<file path="src/rtl/clic_gateway.sv">
// Per-source CLIC interrupt gateway: optional input sync, polarity, level/edge pending.
// Optional synchronizer enabled by defining CLIC_GATEWAY_SYNC_EN.
module clic_gateway #(
  parameter int unsigned N_SOURCE   = 256,
  parameter int unsigned SyncStages = 2
) (
  input  logic                clk_i,
  input  logic                rst_i,
  input  logic [N_SOURCE-1:0] intr_src_i,
  input  logic [N_SOURCE-1:0] trig_edge_i,
  input  logic [N_SOURCE-1:0] trig_pol_i,
  input  logic [N_SOURCE-1:0] claim_i,
  input  logic [N_SOURCE-1:0] sw_set_i,
  input  logic [N_SOURCE-1:0] sw_clr_i,
  output logic [N_SOURCE-1:0] ip_o
);

  logic [N_SOURCE-1:0] s;
  logic [N_SOURCE-1:0] prev_q;
  logic [N_SOURCE-1:0] pend_q, pend_d;
  logic [N_SOURCE-1:0] act, act_prev, edge_det;

  if (N_SOURCE < 2 || SyncStages < 2) begin : g_bad_param
    $error("clic_gateway: N_SOURCE and SyncStages must both be >= 2");
  end

`ifdef CLIC_GATEWAY_SYNC_EN
  logic [N_SOURCE-1:0] sync_q [SyncStages];

  always_ff @(posedge clk_i) begin
    if (rst_i) begin
      for (int unsigned i = 0; i < SyncStages; i++) sync_q[i] <= '0;
    end else begin
      sync_q[0] <= intr_src_i;
      for (int unsigned i = 1; i < SyncStages; i++) sync_q[i] <= sync_q[i-1];
    end
  end

  assign s = sync_q[SyncStages-1];
`else
  assign s = intr_src_i;
`endif

  // Polarity applied to both samples so a polarity flip on a steady line is not an edge.
  always_comb begin
    act      = s ^ trig_pol_i;
    act_prev = prev_q ^ trig_pol_i;
    edge_det = act & ~act_prev;
    pend_d   = (trig_edge_i & (edge_det | sw_set_i | (pend_q & ~claim_i & ~sw_clr_i)))
             | (~trig_edge_i & act);
  end

  always_ff @(posedge clk_i) begin
    if (rst_i) begin
      prev_q <= '0;
      pend_q <= '0;
    end else begin
      prev_q <= s;
      pend_q <= pend_d;
    end
  end

  assign ip_o = pend_q;

endmodule

</file>
<file path="config.mk">
export PLATFORM = sky130hd
export DESIGN_NAME = clic_gateway
export DESIGN_NICKNAME = d
export VERILOG_FILES = /design/src/rtl/clic_gateway.sv
export SDC_FILE = /design/constraint.sdc
export NUM_CORES = 1
export LEC_CHECK = 0
export ABC_AREA = 1
export CAP_MARGIN = 0
export CELL_PAD_IN_SITES_DETAIL_PLACEMENT = 0
export CELL_PAD_IN_SITES_GLOBAL_PLACEMENT = 2
export CORE_AREA = 3 3 699 701
export CTS_CLUSTER_SIZE = 16
export DETAILED_ROUTE_END_ITERATION = 10
export DIE_AREA = 0 0 702 704
export PLACE_DENSITY_LB_ADDON = 0.1
export RECOVER_POWER = 25
export SYNTH_ARGS = -nofsm -noshare
export SYNTH_HDL_FRONTEND = slang
export SYNTH_SLANG_ARGS = --single-unit
</file>
<file path="constraint.sdc">
create_clock -name clk_i -period 1.4 [get_ports clk_i]
set_clock_uncertainty 0.2 [all_clocks]
set_input_delay 0.42 -clock clk_i [delete_from_list [all_inputs] [get_ports clk_i]]
set_output_delay 0.42 -clock clk_i [all_outputs]
set_load 0.005 [all_outputs]
</file>
== After elaboration in Yosys (flattened, before gate mapping) ==
Cells that the tools add are included.
Word-level totals
  register bits: 512
  input bits: 1538
  output and inout port bits: 256
  logic and storage cells: 16
Operators by class
  bitwise logic cells: 14
Operators with widths (number)
  $and A256 B256 Y256: 5
  $not A256 Y256: 4
  $or A256 B256 Y256: 3
  $xor A256 B256 Y256: 2

== Logic depth before layout (Yosys ltp) ==
Gate-level depths: netlist of the first run.
  depth in word-level cells: 7
  gate-level depth with buffers: 6
  depth with buffers taken out: 5

== Least setup slack after synthesis of the first run ==
OpenSTA, ideal clock, no wires.
  path type: input port to flip-flop
  from: input port rst_i
  to: register prev_q[201]
  setup time: 0.117 ns
  arrival time: 0.969 ns
  data required time: 1.083 ns
  setup slack: 0.114 ns
  stages on the path: 4
  buffers on the path: 3
  cell sequence: buf_2 buf_2 buf_2 nor2_1
RTL lines
  from (decl): RTL line 8  | input logic rst_i,
  to (signal assigned): RTL line 58  | prev_q <= s;
  to (decl): RTL line 19  | logic [N_SOURCE-1:0] prev_q;
No word-level cell between the ends.

== Final worst setup path of the first run ==
  from: register pend_q[0], in the netlist ip_o[0]
  to: output port ip_o[0]
RTL lines
  from (decl): RTL line 20  | logic [N_SOURCE-1:0] pend_q, pend_d;
  from (signal assigned): RTL line 59  | pend_q <= pend_d;
  to (decl): RTL line 15  | output logic [N_SOURCE-1:0] ip_o
No word-level cell between the ends.

==> results of run 1 <==
-- metrics by stage --
stage / hold WS, ps / TNS [ps] / setup WS, ps / utilization
floorplan: 356 / 0 / 114 / -
global placement: 391 / -172160 / -674 / 0.125
detailed placement: 388 / -172400 / -592 / 0.125
CTS: 0.161 / -209890 / -816 / 0.145
global route: 47.2 / -254360 / -764 / 0.144
finish: 93.1 / -172150 / -621 / 0.145
-- report_power, final --
part,leakage (nW),total [mW],internal (mW),switching [mW]
registers,4.37,16.7,15.7,1.04
logic,26.3,14.3,8.39,5.90
clock network,1.71,27.5,16.6,10.9
-- cell type report --
cell class	instances	area, um^2
Antenna cell	52	130
Inverter	1281	4810
Clock inverter	20	319
Sequential cell	512	10900
Fill cell	55700	413000
Tap cell	6425	8040
Timing Repair Buffer	2817	27900
Clock buffer	163	3160
Multi-Input combinational cell	3328	14500
-- state kept, by name (all words and copies together), names as in the netlist --
register and flops:
ip_o 256, prev_q 256
-- cell families after synthesis --
kind of cell	count (synthesis)	share of synthesized area
buffers and inverters	1338	0.176
and+or+nand+nor	3328	0.482
DFF	512	0.342
-- cell usage in the layout, fill, tap and decap left out, drive strengths merged, types with 181 or more instances in the layout --
cell type,count
buf,737
clkbuf,181
clkdlybuf4s50,1488
dfxtp,512
dlygate4sd3,554
inv,1281
nand2,1280
nand3,768
nand3b,256
nor2,1024
-- layer usage --
layer	vias up	track usage	wire length, um
li1	21200	-	-
met1	18800	0.120	110000
met2	1523	0.253	176000
met3	755	0.0405	23400
met4	150	0.0226	8040
met5	-	0	971
-- how the worst max path moves through the flow --
| stage | startpoint | end | cells after the start | slack, ps |
|---|---|---|---|---|
| 6_report | ip_o[0] | ip_o[0] | 1 | -620 |
| 5_1_grt | ip_o[250] | ip_o[250] | 1 | -760 |
| 4_1_cts | ip_o[250] | ip_o[250] | 1 | -820 |
| 3_5_place_dp | trig_edge_i[34] | ip_o[34] | 6 | -590 |
| 3_3_place_gp | intr_src_i[210] | ip_o[210] | 7 | -670 |
| 2_1_floorplan | rst_i | prev_q[201] | 4 | 110 |
-- repair_timing --
item	4_1_cts	5_1_grt
cloned	0	0
pin swaps	14	14
hold endpoints to repair	345	10
endpoints found under the setup margin	274	418
hold buffers	576	2
setup buffers	11	0
gates resized for setup	1571	98
==> results.yml, run 1 <==
hold_path:
  hp-class: "in -> reg"
  hp-start: "intr_src_i[84]"
  worstHoldEndpoint: "prev_q[84]"
  whs_path_depth: 3
sta:
  relSlewSlack: 0.526
  fmax_mhz: 495
  rsz0062_at_grt: "true"
  fin_ws_ps: -621
  setup_viol: 576
  drv_slew: 0
  fin_crit_ps: 2020
  worst_pin_slew_ps: 709
  hold_viol: 0
  period_share: 1.44
synth:
  synth.top_cell.area_share: 0.342
  synth_ff_type: "dfxtp_1"
  syn_area_per_cell_um2: 5.78
  syn-cell-area_mm2: 0.0299
  ys_seq_area_frac: 0.342
  syn_inst: 5178
  yosys_register_bits: 512
  synth_top_area_cell: "dfxtp_1"
  synth_warnings: 0
  ys_async_sr_fraction: 0
  synth_edf_count: 0
  ys_types: 11
  synth_nets: 6716
  netlist_top_cells_area: "dfxtp_1 (34%), inv_1 (16%), nand2_1 (16%)"
  synth_common_cells: "inv_1 (1280), nand2_1 (1280), nor2_1 (1024)"
clocking:
  numCtsBuffers: 103
  clk_pin_slew_ps: 60
  cts.path.max_buffers: 4
  insertion_delay_ps: 850
  cts_sinks: 512
  cts_tree: "done"
  cts.htree.levels: 3
  clock_tree.root_cell: "clkbuf_16"
critical_path:
  cp-end-kind: "output port"
  reg2reg_from: "ip_o[120]"
  critPathMaxStageDelay_ps: 440
  slowest_stage: "dfxtp_4"
  cp_num_buf_inv: 1
  start_kind: "flop"
  worstSetupPathType: "reg -> out"
  ff2ff_setup_slack_ps: -70
  path_delay_family: "flip-flops"
  worst-r2r-cell-count: 5
  worstPathMaxFanout: 2
  required_ps: 780
  rr_endpoint: "ip_o[120]"
  critPathArrivalTime_ps: 1400
  crit_chain: "buf_6"
route:
  routed_wl_mm: 318
  ant_nets: 0
  drtIter0Drc: 1529
  wl_per_cell_um: 21.8
  viasPerCell: 2.91
  drt_drc_violations_left: 0
  dr.pass1.iters: 5
  vias: 42400
status:
  outcome: "finished, violations left"
  violations: "negative setup slack"
final_layout:
  drive_gt1_frac: 0.146
  layoutNonFillerInstCount: 14600
  finalInstanceArea_mm2: 0.0698
  area_delta_synth_final_pct: 133
  fin_nets: 9581
floorplanning:
  initial_core_util: 0.0621
  die_y_um: 704
  ioPinCount: 1794
  num_rows: 255
  die_area_mm2: 0.494
  fp.dieW_um: 702
  core_mm2: 0.482
placed_design:
  post_dp_cell_area_mm2: 0.0605
  place.gp.congestion: 0.789
  hpwl_mm: 279
  portBuffers: 1793
  dp_cells: 13900
global_routing:
  grt_overflow_total: 0
  grt_pass1_wl_mm: 410
  grt_max_degree: 35
  track_usage: 0.124
  grt_pass1_vias: 44300
  antenna_found_initial: 366
run:
  maxCapViolCount: 0
power:
  cellPowerDensity_mw_per_mm2: 838
  ir_drop_v: 0.000976
  total_power_mw: 58.5
  p_leak_nw: 32.3
(Power assumes the default switching activity.)
==> inputs of run 2 (changes only) <==
SETUP_SLACK_MARGIN = 0.5   (was unset)
==> results.yml, run 2 (synthesis gave the netlist of run 1 again) <==
route:
  drt_drc_violations_left: 0
  routed_wl_mm: 327
  viasPerCell: 2.92
  vias: 40900
  ant_nets: 0
  drtIter0Drc: 1807
  dr.pass1.iters: 5
  wl_per_cell_um: 23.3
critical_path:
  required_ps: 780
  worstSetupPathType: "reg -> out"
  worstPathMaxFanout: 3
  cp-end-kind: "output port"
  start_kind: "flop"
  critPathArrivalTime_ps: 1500
clocking:
  insertion_delay_ps: 850
  cts_tree: "done"
  cts.htree.levels: 3
  clock_tree.root_cell: "clkbuf_16"
  numCtsBuffers: 101
  cts_sinks: 512
  clk_pin_slew_ps: 60
  cts.path.max_buffers: 4
  ctsHoldBuffers: 2
sta:
  period_share: 1.51
  relSlewSlack: 0.136
  fin_crit_ps: 2120
  fmax_mhz: 472
  hold_viol: 0
  fin_ws_ps: -720
  drv_slew: 0
  rsz0062_at_grt: "true"
  setup_viol: 465
  worst_pin_slew_ps: 1300
floorplanning:
  fp.dieW_um: 702
  ioPinCount: 1794
  num_rows: 255
  initial_core_util: 0.0621
  die_area_mm2: 0.494
  die_y_um: 704
  core_mm2: 0.482
status:
  violations: "negative setup slack"
  outcome: "finished, violations left"
power:
  cellPowerDensity_mw_per_mm2: 841
  p_leak_nw: 29.9
  ir_drop_v: 0.000889
hold_path:
  hp-class: "in -> reg"
global_routing:
  antenna_found_initial: 451
  grt_overflow_total: 0
  grt_pass1_vias: 40800
  grt_pass1_wl_mm: 413
  grt_max_degree: 23
  track_usage: 0.128
final_layout:
  area_delta_synth_final_pct: 116
  drive_gt1_frac: 0.162
  nFillCells: 55800
  finalInstanceArea_mm2: 0.0646
  layout_common_cells: "clkdlybuf4s50_1 (1527), inv_1 (1274), nand2_1 (1227), nor2_1 (987), nand3_1 (757)"
  final_core_util: 0.134
  layout_commonest_cell: "clkdlybuf4s50_1"
  fin_nets: 9022
placed_design:
  hpwl_mm: 292
  portBuffers: 1793
  place.gp.congestion: 0.807
  post_dp_cell_area_mm2: 0.0603
run:
  maxCapViolCount: 0
run 2: power by group:
group,switching [mW],total (mW),leakage [nW],internal (mW)
Sequential,0.970,16.6,4.38,15.7
Clock,10.5,24.7,1.47,14.2
Combinational,5.47,13.0,24.0,7.55
run 2: layout make-up:
type | instances | area (um^2) | area share
Timing Repair Buffer | 2260 | 22900 | 0.355
Multi-Input combinational cell | 3328 | 14800 | 0.229
Sequential cell | 512 | 10900 | 0.169
Tap cell | 6425 | 8040 | 0.125
Inverter | 1281 | 4820 | 0.0747
Clock buffer | 156 | 2940 | 0.0455
Antenna cell | 51 | 128 | 0.00198
Clock inverter | 8 | 82.6 | 0.00128
run 2: worst max-delay path: stages (launching register included):
cell and delay [ps]:
dfxtp_4 400, buf_12 150, buf_6 100
run 2: layer usage:
| metal | vias up | track usage | routed length, um |
|---|---|---|---|
| met2 | 1677 | 0.238 | 165000 |
| met1 | 18100 | 0.136 | 122000 |
| met5 | - | 0 | 1420 |
| li1 | 20000 | - | - |
| met3 | 878 | 0.0512 | 29800 |
| met4 | 224 | 0.0187 | 7560 |
run 2: final timing paths:
path,start,end,slack (ps),depth (start not counted)
min,intr_src_i[54],prev_q[54],10,3
min reg2reg,prev_q[24],ip_o[24],360,4
max,ip_o[41],ip_o[41],-720,2
max reg2reg,ip_o[41],ip_o[41],-450,6
run 2: repair_timing:
item | in CTS | in global routing
endpoints found under the setup margin | 512 | 514
pin swaps | 68 | 217
hold endpoints to repair | 391 | 60
resized for setup | 1458 | 136
setup buffers | 8 | 2
run 2: metrics by stage:
stage	setup slack, ps	setup TNS, ps	power, mW	instances	hold WS, ps
CTS	-894	-172980	57.0	14000	-291
floorplan	167	0	20.0	5178	353
finish	-720	-177410	54.3	14000	13.1
global route	-865	-242470	58.2	14000	-74.1
detailed placement	-845	-149780	30.1	13800	379
global placement	-870	-148340	30.2	13800	384
==> inputs of run 3 (changes only) <==
CORE_AREA = 3 3 701 703   (was 3 3 699 701)
DIE_AREA = 0 0 704 706   (was 0 0 702 704)
clock period = 2.6 ns   (was 1.4 ns; I/O delays follow)
==> results.yml, run 3 (synthesis gave the netlist of run 1 again) <==
floorplanning:
  initial_core_util: 0.0616
  num_rows: 256
  die_area_mm2: 0.497
  fp.dieW_um: 704
  die_y_um: 706
  core_mm2: 0.486
  ioPinCount: 1794
critical_path:
  crit_chain: "buf_6 -> buf_6"
  slowest_stage: "dfxtp_2"
  critPathArrivalTime_ps: 1430
  path_delay_family: "flip-flops"
  worstPathMaxFanout: 2
  cp-end-kind: "output port"
  required_ps: 1620
  worstSetupPathType: "reg -> out"
  cp_num_buf_inv: 2
  critPathMaxStageDelay_ps: 310
  path_common_cell: "buf_6"
  start_kind: "flop"
placed_design:
  hpwl_mm: 282
  portBuffers: 1793
  dp_cells: 13400
  post_dp_cell_area_mm2: 0.0563
  place.gp.congestion: 0.804
final_layout:
  finalInstanceArea_mm2: 0.0606
  layout_common_cells: "clkdlybuf4s50_1 (1530), inv_1 (1280), nand2_1 (1280), nor2_1 (1024), nand3_1 (768)"
  area_delta_synth_final_pct: 103
  layout_commonest_cell: "clkdlybuf4s50_1"
  drive_gt1_frac: 0.105
  fin_nets: 8655
  layoutNonFillerInstCount: 13700
power:
  cellPowerDensity_mw_per_mm2: 481
  p_leak_nw: 27.7
  switchingPower_mw: 9.03
  p_comb_frac: 0.218
  swShare: 0.309
  pwr-share-seq: 0.307
  ir_drop_v: 0.000498
  pwr-share-clk: 0.475
  p_int_mw: 20.1
route:
  vias: 39700
  viasPerCell: 2.90
  ant_nets: 0
  drt_drc_violations_left: 0
  wl_per_cell_um: 23.3
  dr.pass1.iters: 5
  drtIter0Drc: 1735
  routed_wl_mm: 319
hold_path:
  hp-class: "in -> reg"
run:
  maxCapViolCount: 1
global_routing:
  grt_overflow_total: 0
  antenna_found_initial: 431
  grt_max_degree: 60
  grt_pass1_vias: 39400
  track_usage: 0.124
  grt_pass1_wl_mm: 404
sta:
  rsz0062_at_grt: "true"
  relSlewSlack: -0.139
  drv_slew: 44
  fmax_mhz: 415
  period_share: 0.928
  hold_viol: 0
  setup_viol: 0
  fin_crit_ps: 2410
  worst_pin_slew_ps: 1710
status:
  outcome: "finished, violations left"
  violations: "max-capacitance violations, max-slew violations"
clocking:
  cts_tree: "done"
  cts_sinks: 512
  cts.path.max_buffers: 4
  clk_pin_slew_ps: 60
  clock_tree.root_cell: "clkbuf_16"
  insertion_delay_ps: 860
  cts.htree.levels: 3
  numCtsBuffers: 104
run 3: timing repair:
item | CTS | global route
hold buffers | 0 | 0
setup endpoints to repair | 256 | 256
setup buffers | 11 | 8
gates resized for setup | 1084 | 567
run 3: layout make-up:
class / instances / area, um^2
well taps: 6450 / 8070
fillers: 56300 / 425000
flip-flops and latches: 512 / 10900
diodes: 35 / 87.6
inverters: 1281 / 4810
repair buffers: 1890 / 19100
clock buffers: 160 / 3050
multi-input cells: 3328 / 14400
clock inverters: 17 / 160
run 3: power groups by stage:
stage / clock, mW / combinational, mW / sequential [mW]
floorplan: 0 / 1.91 / 8.83
global placement: 0 / 6.52 / 9.10
detailed placement: 0 / 6.48 / 9.08
CTS: 15.0 / 6.48 / 8.96
global route: 15.1 / 7.06 / 9.04
finish: 13.8 / 6.36 / 8.97
run 3: worst reg2reg max path, cell delays in order, from the launching register on:
cell and delay [ps]:
dfxtp_2 320, buf_8 140, buf_4 160, nand3b_1 230, buf_4 220, nand2_1 60, nor2_1 80, nor2_1 50
run 3: metrics by stage:
stage	util	hold slack [ps]	power (mW)	setup TNS [ps]	setup slack [ps]
after floorplan	-	360	10.7	0	954
after global placement	0.116	391	15.6	-20.1	-20.1
after detailed placement	0.116	381	15.6	-36.4	-36.4
after CTS	0.124	53.3	30.5	0	19.7
after global routing	0.125	277	31.2	0	44.8
final	0.125	358	29.2	0	188
run 3: metal layers:
layer | GRT usage | vias up | share of wire
met1 | 0.120 | 17600 | 0.34
li1 | - | 19300 | -
met5 | 0 | - | 0.0039
met4 | 0.0208 | 196 | 0.028
met3 | 0.0450 | 910 | 0.078
met2 | 0.249 | 1710 | 0.55
run 3: worst paths after layout:
check | startpoint | end | slack [ps] | cells after the start
max | ip_o[251] | ip_o[251] | 190 | 2
min reg2reg | prev_q[252] | ip_o[252] | 370 | 4
max reg2reg | ip_o[102] | ip_o[102] | 1040 | 7
min | intr_src_i[77] | prev_q[77] | 360 | 3
